==> config.mk <==
export PLATFORM = sky130hd
export DESIGN_NAME = ps2_host_tx
export DESIGN_NICKNAME = d
export VERILOG_FILES = /design/src/rtl/ps2_host_tx.sv
export SDC_FILE = /design/constraint.sdc
export NUM_CORES = 1
export LEC_CHECK = 0
export ABC_AREA = 0
export BUFFER_PORTS_ARGS = -buffer_cell sky130_fd_sc_hd__buf_2
export CAP_MARGIN = 25
export CORE_AREA = 2 2 74 76
export DETAILED_ROUTE_END_ITERATION = 7
export DIE_AREA = 0 0 76 78
export PLACE_DENSITY = 0.82
export SLEW_MARGIN = 10
export SYNTH_ARGS = -nofsm -noshare
export SYNTH_HDL_FRONTEND = slang
export SYNTH_SLANG_ARGS = --single-unit
==> constraint.sdc <==
create_clock -name clk -period 2.2 [get_ports clk]
set_input_delay 0 -clock clk [delete_from_list [all_inputs] [get_ports clk]]
set_output_delay 0 -clock clk [all_outputs]
set_load 0.01 [all_outputs]
==> src/rtl/ps2_host_tx.sv <==
// Host-to-device PS/2 transmitter.
// Runs the inhibit / request-to-send sequence, then shifts one command byte
// (LSB first), odd parity and stop bit out on device-generated clock falls
// and checks the device ACK bit. Drives the shared pins through open-drain
// enables and flags busy while it owns the bus.
module ps2_host_tx #(
    parameter int INHIBIT_CYCLES = 5000,
    parameter int REQ_CYCLES     = 250,
    parameter int FILTER_LEN     = 8,
    parameter int TIMEOUT_CYCLES = 1_000_000
) (
    input  logic       clk,
    input  logic       rst,
    input  logic [7:0] tx_data,
    input  logic       tx_valid,
    output logic       tx_ready,
    input  logic       ps2_clk_in,
    input  logic       ps2_data_in,
    output logic       ps2_clk_oe,
    output logic       ps2_data_oe,
    output logic       busy,
    output logic       done,
    output logic       error
);

    localparam int CNT_MAX_A = (INHIBIT_CYCLES > REQ_CYCLES) ? INHIBIT_CYCLES : REQ_CYCLES;
    localparam int CNT_MAX   = (CNT_MAX_A > TIMEOUT_CYCLES) ? CNT_MAX_A : TIMEOUT_CYCLES;
    localparam int CNT_W     = $clog2(CNT_MAX + 1);
    localparam int FILT_W    = $clog2(FILTER_LEN + 1);

    typedef enum logic [2:0] {
        ST_IDLE      = 3'd0,
        ST_INHIBIT   = 3'd1,
        ST_REQ       = 3'd2,
        ST_SEND      = 3'd3,
        ST_WAIT_IDLE = 3'd4
    } state_t;

    // Odd parity over a command byte: 1 when the byte has an even number of ones.
    function automatic logic odd_parity(input logic [7:0] b);
        return ~^b;
    endfunction

    logic              clk_meta_r;
    logic              clk_sync_r;
    logic              data_meta_r;
    logic              data_sync_r;
    logic              clk_filt_r;
    logic [FILT_W-1:0] filt_cnt_r;
    logic              clk_fall_r;
    logic              clk_rise_r;
    logic              filt_accept_s;

    state_t            state_r;
    logic [7:0]        shift_r;
    logic              parity_r;
    logic [3:0]        bit_cnt_r;
    logic [CNT_W-1:0]  cnt_r;

    // Two-flop synchronisers for both asynchronous pin levels.
    always_ff @(posedge clk) begin
        if (rst) begin
            clk_meta_r  <= 1'b1;
            clk_sync_r  <= 1'b1;
            data_meta_r <= 1'b1;
            data_sync_r <= 1'b1;
        end else begin
            clk_meta_r  <= ps2_clk_in;
            clk_sync_r  <= clk_meta_r;
            data_meta_r <= ps2_data_in;
            data_sync_r <= data_meta_r;
        end
    end

    // A new clock level is accepted on its FILTER_LEN-th consecutive sample.
    always_comb begin
        filt_accept_s = 1'b0;
        if ((clk_sync_r != clk_filt_r) && (filt_cnt_r == FILT_W'(FILTER_LEN - 1))) begin
            filt_accept_s = 1'b1;
        end else begin
            filt_accept_s = 1'b0;
        end
    end

    // Deglitcher for ps2_clk with registered one-cycle edge strobes.
    always_ff @(posedge clk) begin
        if (rst) begin
            clk_filt_r <= 1'b1;
            filt_cnt_r <= '0;
            clk_fall_r <= 1'b0;
            clk_rise_r <= 1'b0;
        end else begin
            clk_fall_r <= filt_accept_s & clk_filt_r;
            clk_rise_r <= filt_accept_s & ~clk_filt_r;
            if (clk_sync_r == clk_filt_r) begin
                filt_cnt_r <= '0;
            end else if (filt_accept_s) begin
                clk_filt_r <= clk_sync_r;
                filt_cnt_r <= '0;
            end else begin
                filt_cnt_r <= filt_cnt_r + FILT_W'(1);
            end
        end
    end

    // Transfer sequencer: handshake, inhibit, request, bit shifting, ACK and timeout.
    always_ff @(posedge clk) begin
        if (rst) begin
            state_r     <= ST_IDLE;
            ps2_clk_oe  <= 1'b0;
            ps2_data_oe <= 1'b0;
            busy        <= 1'b0;
            done        <= 1'b0;
            error       <= 1'b0;
            tx_ready    <= 1'b0;
            shift_r     <= 8'h00;
            parity_r    <= 1'b0;
            bit_cnt_r   <= 4'd0;
            cnt_r       <= '0;
        end else begin
            done  <= 1'b0;
            error <= 1'b0;
            case (state_r)
                ST_IDLE: begin
                    ps2_clk_oe  <= 1'b0;
                    ps2_data_oe <= 1'b0;
                    if (tx_valid && tx_ready) begin
                        shift_r    <= tx_data;
                        parity_r   <= odd_parity(tx_data);
                        bit_cnt_r  <= 4'd0;
                        cnt_r      <= '0;
                        busy       <= 1'b1;
                        tx_ready   <= 1'b0;
                        ps2_clk_oe <= 1'b1;
                        state_r    <= ST_INHIBIT;
                    end else begin
                        busy     <= 1'b0;
                        tx_ready <= 1'b1;
                    end
                end
                ST_INHIBIT: begin
                    if (cnt_r == CNT_W'(INHIBIT_CYCLES - 1)) begin
                        cnt_r       <= '0;
                        ps2_data_oe <= 1'b1;
                        state_r     <= ST_REQ;
                    end else begin
                        cnt_r <= cnt_r + CNT_W'(1);
                    end
                end
                ST_REQ: begin
                    if (cnt_r == CNT_W'(REQ_CYCLES - 1)) begin
                        cnt_r      <= '0;
                        ps2_clk_oe <= 1'b0;
                        state_r    <= ST_SEND;
                    end else begin
                        cnt_r <= cnt_r + CNT_W'(1);
                    end
                end
                ST_SEND: begin
                    if (cnt_r == CNT_W'(TIMEOUT_CYCLES - 1)) begin
                        ps2_clk_oe  <= 1'b0;
                        ps2_data_oe <= 1'b0;
                        busy        <= 1'b0;
                        tx_ready    <= 1'b1;
                        error       <= 1'b1;
                        state_r     <= ST_IDLE;
                    end else if (clk_fall_r) begin
                        cnt_r     <= '0;
                        bit_cnt_r <= bit_cnt_r + 4'd1;
                        case (bit_cnt_r)
                            4'd0, 4'd1, 4'd2, 4'd3, 4'd4, 4'd5, 4'd6, 4'd7: begin
                                ps2_data_oe <= ~shift_r[0];
                                shift_r     <= {1'b0, shift_r[7:1]};
                            end
                            4'd8: begin
                                ps2_data_oe <= ~parity_r;
                            end
                            4'd9: begin
                                ps2_data_oe <= 1'b0;
                            end
                            4'd10: begin
                                if (data_sync_r) begin
                                    busy     <= 1'b0;
                                    tx_ready <= 1'b1;
                                    error    <= 1'b1;
                                    state_r  <= ST_IDLE;
                                end else begin
                                    state_r <= ST_WAIT_IDLE;
                                end
                            end
                            default: begin
                                ps2_data_oe <= 1'b0;
                                busy        <= 1'b0;
                                tx_ready    <= 1'b1;
                                error       <= 1'b1;
                                state_r     <= ST_IDLE;
                            end
                        endcase
                    end else if (clk_rise_r && (bit_cnt_r != 4'd0)) begin
                        // The rise before the first fall is only the echo of our
                        // own clock release, so it does not restart the timeout.
                        cnt_r <= '0;
                    end else begin
                        cnt_r <= cnt_r + CNT_W'(1);
                    end
                end
                ST_WAIT_IDLE: begin
                    if (cnt_r == CNT_W'(TIMEOUT_CYCLES - 1)) begin
                        ps2_clk_oe  <= 1'b0;
                        ps2_data_oe <= 1'b0;
                        busy        <= 1'b0;
                        tx_ready    <= 1'b1;
                        error       <= 1'b1;
                        state_r     <= ST_IDLE;
                    end else if (clk_filt_r && data_sync_r) begin
                        busy     <= 1'b0;
                        tx_ready <= 1'b1;
                        done     <= 1'b1;
                        state_r  <= ST_IDLE;
                    end else if (clk_fall_r || clk_rise_r) begin
                        cnt_r <= '0;
                    end else begin
                        cnt_r <= cnt_r + CNT_W'(1);
                    end
                end
                default: begin
                    ps2_clk_oe  <= 1'b0;
                    ps2_data_oe <= 1'b0;
                    busy        <= 1'b0;
                    tx_ready    <= 1'b1;
                    state_r     <= ST_IDLE;
                end
            endcase
        end
    end

endmodule

### After elaboration in Yosys (flattened, before gate mapping)

Cells that the tools add are included.
Widths: inputs -> output; s select.

* input bits: 13
* output and inout port bits: 6
* flip-flop bits (word level): 53
* logic and storage cells: 154

* reductions and logical operators: 26
* add/subtract/negate cells: 3
* multiplexer cells: 61
* bitwise logic cells: 10
* eq/ne operators: 35

Operators by type and width (count)
* $mux 20: 9
* $pmux 20 s5: 1
* $mux 8: 4
* $mux 3: 8
* $mux 1: 23
* $add 20x1->20 const B: 1
* $eq 20x13->1 const B: 1
* $eq 20x20->1 const B: 1
* $eq 20x8->1 const B: 1
* $eq 4x3->1 const B: 5
* $reduce_and 5->1: 4
* $ne 2x2->1 const B: 8
* $pmux 1 s4: 4
* $pmux 8 s2: 1
* $pmux 3 s5: 1
* $eq 4x4->1 const B: 3
* $mux 4: 3
* $ne 3x3->1 const B: 4
* $reduce_or 10->1: 1
* $add 4x1->4 const B: 2
* $eq 4x2->1 const B: 2
* $not 1->1: 8
* $pmux 1 s2: 4
* $pmux 4 s2: 1
* other kinds (26): 35

### Logic depth before layout (Yosys ltp)

Gate-level depths: netlist of run 1.

* depth after elaboration: 6
* depth in mapped cells: 8
* depth with buffers taken out: 8

### Least setup slack after synthesis of run 1

Ideal clock, no wire load.

* path type: register to register
* from: reg cnt_r[0]
* to: reg state_r[0]
* setup time: 0.070 ns
* buffers on the path: 0
* data arrival time: 2.079 ns
* period minus slack after synthesis: 2.150 ns
* data required time: 2.130 ns
* cell stages (with the launch flop): 8
* slack: 0.050 ns
* cells stage by stage: dfxtp_1 -> ha_1 -> nand3b_1 -> nor4_1 -> nand2_1 -> a211o_1 -> or4_1 -> a21oi_1

* cells in the longest elaborated chain, start to end: 3
* elaborated cells on any way between the ends: 12
* classes of those cells: 8 x eq/ne; 3 x mux; 1 x reduce/logical

Ends and longest elaborated chain
* start, declared: RTL line 58 `logic [CNT_W-1:0] cnt_r;`
* start signal, assigned: RTL line 147 `cnt_r <= cnt_r + CNT_W'(1);`
* start signal, assigned: RTL line 156 `cnt_r <= cnt_r + CNT_W'(1);`
* start signal, assigned: RTL line 204 `cnt_r <= cnt_r + CNT_W'(1);`
* $eq 20x20->1 (tied with other cells): RTL line 160, 208
* $ne 3x3->1 (no line) (tied with other cells)
* $reduce_and 6->1 (no line) / $pmux 3 s5 (equally long branches)
* end signal, assigned: RTL line 166 `state_r <= ST_IDLE;`
* end signal, assigned: RTL line 214 `state_r <= ST_IDLE;`
* end signal, assigned: RTL line 219 `state_r <= ST_IDLE;`
* end, declared: RTL line 54 `state_t state_r;`

Parallel ways exist; a longest one is shown, timed or not.
A chain may end at the register's enable or synchronous reset.

### Final worst setup path of run 1

* from: reg cnt_r[16]
* to: reg cnt_r[8]

* cells in the longest elaborated chain, start to end: 3
* elaborated cells on any way between the ends: 9
* classes of those cells: 5 x eq/ne; 3 x mux; 1 x reduce/logical

Ends and longest elaborated chain
* $eq 20x8->1 (tied with other cells): RTL line 151 `if (cnt_r == CNT_W'(REQ_CYCLES - 1)) begin`
* $mux 20 (tied with other cells): RTL line 151
* $pmux 20 s5 / $reduce_and 5->1 (equally long branches)

Parallel ways exist; a longest one is shown, timed or not.

==> reports/summary.txt, run 1 <==
Core area = 5040 sq um
RSZ-0062 raised after global routing = yes
Largest net degree at the start of global routing = 32
Setup CP Type = reg2reg
Post-DRT Antenna Nets = 0
Crit-path max FO = 11
Failing checks = negative setup slack
Relative slew slack = 63.3%
Syn Inst Count = 321
Pre-antenna DRT Iters = 4
Final instance area = 3310 sq um
Distinct cells, synth = 52
Final hold slack = 0.0625 ns
Global-route wire length before repair = 10,800 um
Initial antenna violation count = 0
Initial core utilization = 53.3%
TritonCTS clock tree = built
Clk_lat worst skew = 0.31 ns
Clock Tree Root = clkbuf_8
Max Clock Freq = 452 MHz
Status = finished with violations
Net Count, Synth = 342
Crit path DAT = 2.42 ns
Syn Area/Cell = 8.38 sq um
Chip Width = 76 um
Most common cell after layout, fill and taps aside = dfxtp_1
Final hold violation count = 0
Vias in the first global route = 2,403
Core Rows = 26
N_diodes = 0
Yosys reg bits = 53
Area growth, synth to finish = 23.0%
Gpl congestion = 0.887
Final setup margin = -0.0126 ns
Placed Area = 3030 sq um
Synth Flop Type = dfxtp_1
Max VDD drop = 0.658 mV
Chip height = 78 um
Clk sinks = 53
Crit path time final = 2.21 ns
Number of flops mapped to enable cells by yosys = 0
Final setup skew = 0.00604 ns
Port Buffers = 18
Inserted Clock Buffers = 5
Initial DRC Count = 143
Post-DP HPWL = 4400 um
Cell Area, Synth = 2690 sq um
Most frequent cells in the layout = dfxtp_1 (50), nor2_1 (45), nand2_1 (32), xnor2_1 (25), buf_4 (23)
Leakage = 1.21 nW
WL/cell = 14.6 um
Final net count = 389
Hold Path Class = in2reg
Vias per cell = 5.63
CTS clk-pin slew, worst paths = 0.10 ns
Worst setup EP type = flop
Detailed Route WL = 6430 um
CP startpoint kind = flop
DRC = 0
# IOs = 19
Post-synth ARST share = 0%
Finish-stage setup viols = 11
Max H-tree Level = 2
Via count = 2,472
Pins Over Slew Limit = 0
Register area share after synthesis = 39.4%
Pwr Density = 833 nW/um^2
Synth Warn # = 0
Fraction of layout cells with a size suffix above 1 = 22.0%
CP required = 2.41 ns
Die ar. = 5930 sq um
Congestion Overflow GR = 0
Tightest Pin Transition = 0.551 ns
Max cap viols = 0
Final period util = 101%
CTS Buffer Depth = 2
GR Util All Layers = 22.1%
[layout make-up]
type | count | area [sq um]
Clock inverter | 3 | 46.3
Fill cell | 403 | 1730
Timing Repair Buffer | 53 | 413
Clock buffer | 5 | 68.8
Inverter | 11 | 41.3
Multi-Input combinational cell | 244 | 1580
Sequential cell | 53 | 1070
Tap cell | 70 | 87.6
[kinds of logic (layout without fill, tap and decap cells)]
family          Yosys count  count (layout)  share of synthesized area, %
simple gates            148             148                          28.4
compound gates           56              56                          14.4
flops                    53              53                          39.4
xor+xnor                 30              30                          9.77
buf+inv                  24              72                          3.58
fa+ha+maj                 8               8                          3.72
mux                       2               2                         0.744
[flip-flops by register name, indices dropped and copies added (netlist names)]
name	flops
clk_fall_r	1
data_meta_r	1
cnt_r	20
busy	1
clk_rise_r	1
filt_cnt_r	4
parity_r	1
clk_meta_r	1
tx_ready	1
done	1
error	1
ps2_data_oe	1
ps2_clk_oe	1
bit_cnt_r	4
data_sync_r	1
clk_filt_r	1
clk_sync_r	1
shift_r	8
state_r	3
[cell usage after synthesis (all sizes together), types with 4 or more instances]
cell type	number	area share (%)
nand2b	4	0.93
nor2	45	6.3
a21oi	16	3.0
or4	4	1.3
nand3	8	1.5
buf	5	0.93
nand2	32	4.5
a211oi	4	1.1
dfxtp	53	39
nor4	10	3.1
a311oi	7	2.3
ha	8	3.7
xnor2	25	8.1
or2	6	1.4
nor3	16	3.0
o21ai	7	1.3
nand3b	4	1.1
xor2	5	1.6
inv	11	1.5
clkbuf	8	1.1
[power breakdown]
part           internal (mW)  switching [mW]  total [mW]
Sequential              1.06          0.0996        1.16
Clock                  0.341           0.326       0.667
Combinational          0.445           0.479       0.925
Total                   1.85           0.905        2.76
[worst max-delay path, stage by stage (launching register included)]
cell and delay [ns]:
dfxtp_1 0.36, or4_1 0.54, nor2_1 0.19, a31oi_1 0.14
buf_4 0.17, nor2_1 0.14, a31o_2 0.35, buf_12 0.17
nor2_1 0.05
[worst paths after layout]
kind / cells after the start / end / slack, ns / startpoint
max: 8 / cnt_r[8]$_SDFFE_PP0P_ / -0.01 / cnt_r[16]$_SDFFE_PP0P_
min: 4 / shift_r[7]$_SDFFE_PP0P_ / 0.06 / tx_data[7]
max reg2reg: 8 / cnt_r[8]$_SDFFE_PP0P_ / -0.01 / cnt_r[16]$_SDFFE_PP0P_
min reg2reg: 1 / clk_sync_r$_SDFF_PP1_ / 0.42 / clk_meta_r$_SDFF_PP1_
[layer usage]
metal | wire length [um] | up-vias | track usage [%] | share of wire, %
met5 | 0 | - | 0 | 0
li1 | - | 1229 | - | -
met2 | 3230 | 62 | 39.9 | 50
met4 | 101 | 0 | 7.09 | 1.6
met1 | 2850 | 1171 | 27.1 | 44
met3 | 252 | 10 | 3.49 | 3.9
[metrics by stage]
stage                     instances  setup slack, ns  power, mW  TNS (ns)  utilization [%]
final                           439          -0.0126       2.76   -0.0822             65.6
after global routing            439           -0.151       2.91     -1.78             65.6
after CTS                       437          0.00109       2.73         0             64.4
after detailed placement        420          -0.0446       2.05   -0.0446             60.1
after global placement          420           0.0430       2.02         0             60.1
after floorplan                 321           0.0501       1.71         0                -
[what timing repair did]
item	in CTS	in global routing
buffers inserted	0	2
endpoints found under the hold margin	9	0
setup endpoints to repair	1	25
hold buffers	9	0
pin swaps	0	3
gates resized for setup	4	13
No activity file was read; power rests on OpenSTA's default activity.
==> run 2, diff against run 1 <==
Settings changed: CORE_AREA 2 2 74 76 to 3 3 87 89, DIE_AREA 0 0 76 78 to 0 0 90 92, PLACE_DENSITY 0.82 to 0.65.
==> reports/summary.txt, run 2 (synthesized netlist as in run 1, its figures left out) <==
CP startpoint kind = flop
WL/cell = 13.3 um (-9.2%)
Leakage = 1.21 nW (-0.56%)
CP bufs+invs = 1 (-1)
Cell Chain, Critical Path = or4_4 > nor4_4 > buf_4 > nand2_1 > a211o_1 > or4_1 > a21oi_1
Initial antenna violation count = 0 (unchanged)
Core area = 6830 sq um (+35%)
Max VDD drop = 0.328 mV (-50%)
Congestion Overflow GR = 0 (unchanged)
Clock Tree Root = clkbuf_8
Port Buffers = 18 (unchanged)
Clk sinks = 53 (unchanged)
Vias per cell = 5.19 (-7.9%)
Crit path DAT = 2.40 ns (-0.02 ns)
Hold Path Class = in2reg
Tightest Pin Transition = 0.539 ns (-0.0119 ns)
# IOs = 19 (unchanged)
Core Rows = 30 (+15%)
Max cap viols = 0 (unchanged)
Final core occ = 48.2% (-17 points)
Most common cell after layout, fill and taps aside = dfxtp_1
Inserted Clock Buffers = 5 (unchanged)
Pins Over Slew Limit = 0 (unchanged)
Detailed Route WL = 6200 um (-3.6%)
Largest net degree at the start of global routing = 32 (unchanged)
CTS Buffer Depth = 2 (unchanged)
Final setup margin = 0.0494 ns (+0.0620 ns)
Final net count = 390 (+0.26%)
Relative slew slack = 64.1% (+0.79 points)
Non-Filler Instances = 466 (+6.2%)
Pwr Total = 2.60 mW (-5.6%)
Gpl congestion = 0.888 (about the same)
Max Clock Freq = 465 MHz (+2.9%)
Setup CP Type = reg2reg
Final setup skew = 0.0148 ns (+0.00874 ns)
Via count = 2,417 (-2.2%)
Largest register FFs = 20 (unchanged)
DRC = 0 (unchanged)
GR Util All Layers = 15.4% (-6.7 points)
Pre-antenna DRT Iters = 5 (+1)
RSZ-0062 raised after global routing = yes
Top reg by flops = cnt_r
Clk_lat worst skew = 0.31 ns (about the same)
CP max-delay cell = or4_4
Setup bufs post-CTS = 0 (unchanged)
Chip height = 92 um (+18%)
Status = complete, no violations
# placed instances = 449 (+6.9%)
Setup TNS = 0 ns (+0.0822 ns)
Placed Area = 3090 sq um (+1.8%)
Area growth, synth to finish = 22.4%
Initial core utilization = 39.4% (-14 points)
Final instance area = 3290 sq um (-0.45%)
Most frequent cells in the layout = dfxtp_1 (51), nor2_1 (45), nand2_1 (32), xnor2_1 (25), buf_4 (24)
TritonCTS clock tree = built
Crit path largest cell delay = 0.55 ns (about the same)
Filler Cell Count = 701 (+74%)
N_diodes = 0 (unchanged)
Family with the most delay on the worst path = simple AND/OR/NAND/NOR gates
Global-route wire length before repair = 10,600 um (-1.3%)
CP required = 2.45 ns (+0.04 ns)
Final hold violation count = 0 (unchanged)
Chip Width = 90 um (+18%)
Max H-tree Level = 2 (unchanged)
Pwr Density = 790 nW/um^2 (-5.2%)
Crit-path max FO = 4 (-7)
Crit path time final = 2.15 ns (-0.0620 ns)
Post-DRT Antenna Nets = 0 (unchanged)
Finish-stage setup viols = 0 (-11)
CTS clk-pin slew, worst paths = 0.10 ns (about the same)
Worst slack, placed = 0.0127 ns (+0.0573 ns)
Vias in the first global route = 2,311 (-3.8%)
Final hold slack = 0.0396 ns (-0.0229 ns)
Worst setup EP type = flop
Initial DRC Count = 169 (+18%)
Die ar. = 8280 sq um (+40%)
Final period util = 97.8% (-2.8 points)
Fraction of layout cells with a size suffix above 1 = 19.7% (-2.2 points)
Top flop regs = cnt_r: 20 flops, shift_r: 8 flops
Post-DP HPWL = 4430 um (+0.61%)
[run 2: metal layers]
layer	vias to the layer above	routed length, um	track usage, %	part of all wire [%]
met4	0	102	5.61	1.6
met2	38	3030	25.6	49
li1	1224	-	-	-
met5	-	0	0	0
met3	11	210	2.21	3.4
met1	1144	2850	20.3	46
[run 2: timing repair]
action	CTS	global route
hold endpoints to repair	9	0
gates resized for setup	2	6
hold buffers	9	0
endpoints found under the setup margin	1	13
[run 2: power breakdown]
part	total, mW	internal, mW	switching, mW
registers	1.16	1.06	0.102
clock network	0.545	0.222	0.324
logic	0.891	0.446	0.446
[run 2: final cells by class]
cell class / count / area, sq um / area share [%]
clock inverter: 2 / 10.0 / 0.304
timing repair buffer: 54 / 420 / 12.8
sequential: 53 / 1060 / 32.3
multi-input combinational: 244 / 1570 / 47.5
clock buffer: 6 / 72.6 / 2.20
tap: 96 / 120 / 3.65
inverter: 11 / 41.3 / 1.25
[run 2: worst paths after layout]
kind	start	endpoint	slack [ns]	depth (start not counted)
worst max-delay path	cnt_r[15]$_SDFFE_PP0P_	state_r[0]$_SDFFE_PP0P_	0.05	7
worst min register to register	clk_meta_r$_SDFF_PP1_	clk_sync_r$_SDFF_PP1_	0.41	1
worst min-delay path	tx_data[7]	shift_r[7]$_SDFFE_PP0P_	0.04	4
worst max register to register	cnt_r[15]$_SDFFE_PP0P_	state_r[0]$_SDFFE_PP0P_	0.05	7
[run 2: tightest hold or removal path, delay by kind of cell]
kind / cells / cell delay, ns
AOI/OAI and AO/OA: 1 / 0.12
and+or+nand+nor: 2 / 0.08
buffers and inverters: 1 / 0.11
==> run 3, diff against run 2 <==
Settings changed: PLACE_DENSITY 0.65 to 0.63.
Clock period 2.2 ns to 2.5 ns, I/O delays scaled along.
==> reports/summary.txt, run 3 (synthesized netlist as in run 1, its figures left out) <==
Largest net degree at the start of global routing = 32 (unchanged)
Status = complete, no violations
Relative slew slack = 64.7% (+0.64 points)
Vias per cell = 5.12 (-1.2%)
Detailed Route WL = 5970 um (-3.7%)
Pwr Density = 728 nW/um^2 (-7.8%)
Max VDD drop = 0.260 mV (-21%)
CTS Buffer Depth = 2 (unchanged)
Crit path DAT = 2.58 ns (+0.18 ns)
Setup CP Type = reg2reg
WL/cell = 13.3 um (about the same)
Final period util = 93.8% (-3.9 points)
Initial DRC Count = 115 (-32%)
Worst setup EP type = flop
Switch share = 32.2% (-1.3 points)
Clock Tree Root = clkbuf_8
Crit-path max FO = 6 (+2)
Setup TNS = 0 ns (unchanged)
Final net count = 373 (-4.4%)
Pins Over Slew Limit = 0 (unchanged)
GR Util All Layers = 15.0% (-0.40 points)
Die ar. = 8280 sq um (unchanged)
Register-to-Register Path Depth = 6 (-1)
Non-Filler Instances = 449 (-3.6%)
Worst R2R Setup Slack = 0.15 ns (+0.10 ns)
Vias in the first global route = 2,189 (-5.3%)
Core Rows = 30 (unchanged)
Final core occ = 45.9% (-2.3 points)
Crit path time final = 2.35 ns (+0.196 ns)
Clk pwr share = 26.9% (+5.9 points)
Share of power burned in combinational logic = 27.9% (-6.4 points)
Most common cell after layout, fill and taps aside = dfxtp_1
N_diodes = 0 (unchanged)
Final hold violation count = 0 (unchanged)
Largest register FFs = 20 (unchanged)
CTS clk-pin slew, worst paths = 0.11 ns (about the same)
Area growth, synth to finish = 16.6%
Initial antenna violation count = 0 (unchanged)
Finish-stage setup viols = 0 (unchanged)
Gpl congestion = 0.885 (-0.27%)
Tightest Pin Transition = 0.530 ns (-0.00954 ns)
DRC = 0 (unchanged)
Part of the power in registers = 45.2% (+0.4 points)
Via count = 2,301 (-4.8%)
Core area = 6830 sq um (unchanged)
Post-DRT Antenna Nets = 0 (unchanged)
Internal power = 1.55 mW (-10%)
Max H-tree Level = 2 (unchanged)
Top flop regs = cnt_r: 20 flops, shift_r: 8 flops
Global-route wire length before repair = 10,300 um (-2.9%)
Inserted Clock Buffers = 5 (unchanged)
Clk_lat worst skew = 0.31 ns (about the same)
Fraction of layout cells with a size suffix above 1 = 14.2% (-5.6 points)
Worst slack, placed = 0.211 ns (+0.198 ns)
Congestion Overflow GR = 0 (unchanged)
Max cap viols = 0 (unchanged)
Most frequent cells in the layout = dfxtp_1 (53), nor2_1 (45), nand2_1 (32), xnor2_1 (25), buf_2 (18)
Chip Width = 90 um (unchanged)
Post-DP HPWL = 4250 um (-4.1%)
Top reg by flops = cnt_r
Final setup margin = 0.154 ns (+0.104 ns)
Clk sinks = 53 (unchanged)
TritonCTS clock tree = built
# IOs = 19 (unchanged)
Port Buffers = 18 (unchanged)
Psw = 735 uW (-16%)
Leakage = 1.11 nW (-7.7%)
CP startpoint kind = flop
Hold Path Class = in2reg
CP required = 2.74 ns (+0.29 ns)
Chip height = 92 um (unchanged)
# placed instances = 432 (-3.8%)
Final setup skew = 0.0187 ns (+0.00393 ns)
Max Clock Freq = 426 MHz (-8.3%)
Pre-antenna DRT Iters = 4 (-1)
RSZ-0062 raised after global routing = no
Hold path cells = 4 (unchanged)
Initial core utilization = 39.4% (unchanged)
run 3: changes by cell type in the layout (fill, tap and decap cells not counted), moves of 3 or more:
cell,change
nor4_2,-3
buf_4,-14
nor4_1,+3
buf_12,-3
run 3: area by class of cell:
| class | count | area, sq um |
|---|---|---|
| Clock buffer | 6 | 82.6 |
| Clock inverter | 2 | 37.5 |
| Fill cell | 696 | 3690 |
| Inverter | 11 | 41.3 |
| Multi-Input combinational cell | 244 | 1540 |
| Sequential cell | 53 | 1060 |
| Tap cell | 96 | 120 |
| Timing Repair Buffer | 37 | 255 |
run 3: power by group through the flow:
stage          clock network (mW)  logic [mW]  registers [mW]
3_5_place_dp                    0       0.622            1.05
4_1_cts                     0.634       0.636            1.03
5_1_grt                     0.673       0.721            1.05
3_3_place_gp                    0       0.621            1.05
2_1_floorplan                   0       0.494            1.01
6_report                    0.614       0.637            1.03
run 3: timing repair:
action / 4_1_cts / 5_1_grt
hold buffers: 9 / 0
endpoints found under the setup margin: 0 / 1
resized for setup: 0 / 1
setup buffers: 0 / 0
hold endpoints to repair: 9 / 0
run 3: critical path: stages (launching register included):
cell	delay [ns]
dfxtp_1	0.35
or4_4	0.57
nor4_4	0.30
a31oi_2	0.18
a211o_1	0.34
or4_1	0.40
a21oi_1	0.13
run 3: path summary, 6_finish.rpt:
| kind | end | from |
|---|---|---|
| max | state_r[0]$_SDFFE_PP0P_ | cnt_r[15]$_SDFFE_PP0P_ |
| min | shift_r[7]$_SDFFE_PP0P_ | tx_data[7] |
| max reg2reg | state_r[0]$_SDFFE_PP0P_ | cnt_r[15]$_SDFFE_PP0P_ |
| min reg2reg | data_sync_r$_SDFF_PP1_ | data_meta_r$_SDFF_PP1_ |
run 3: metrics by stage:
stage	cell area [sq um]	hold slack, ns	power [mW]
finish	3140	0.0507	2.28
global route	3140	0.0508	2.44
CTS	3130	0.0319	2.30
detailed placement	2920	0.184	1.68
global placement	2920	0.184	1.67
floorplan	2690	0.104	1.51
run 3: metal layers:
metal | wire (um) | global-route usage, %
met1 | 2920 | 18.9
met2 | 2830 | 25.8
met3 | 159 | 3.20
met4 | 63 | 4.21
met5 | 0 | 0
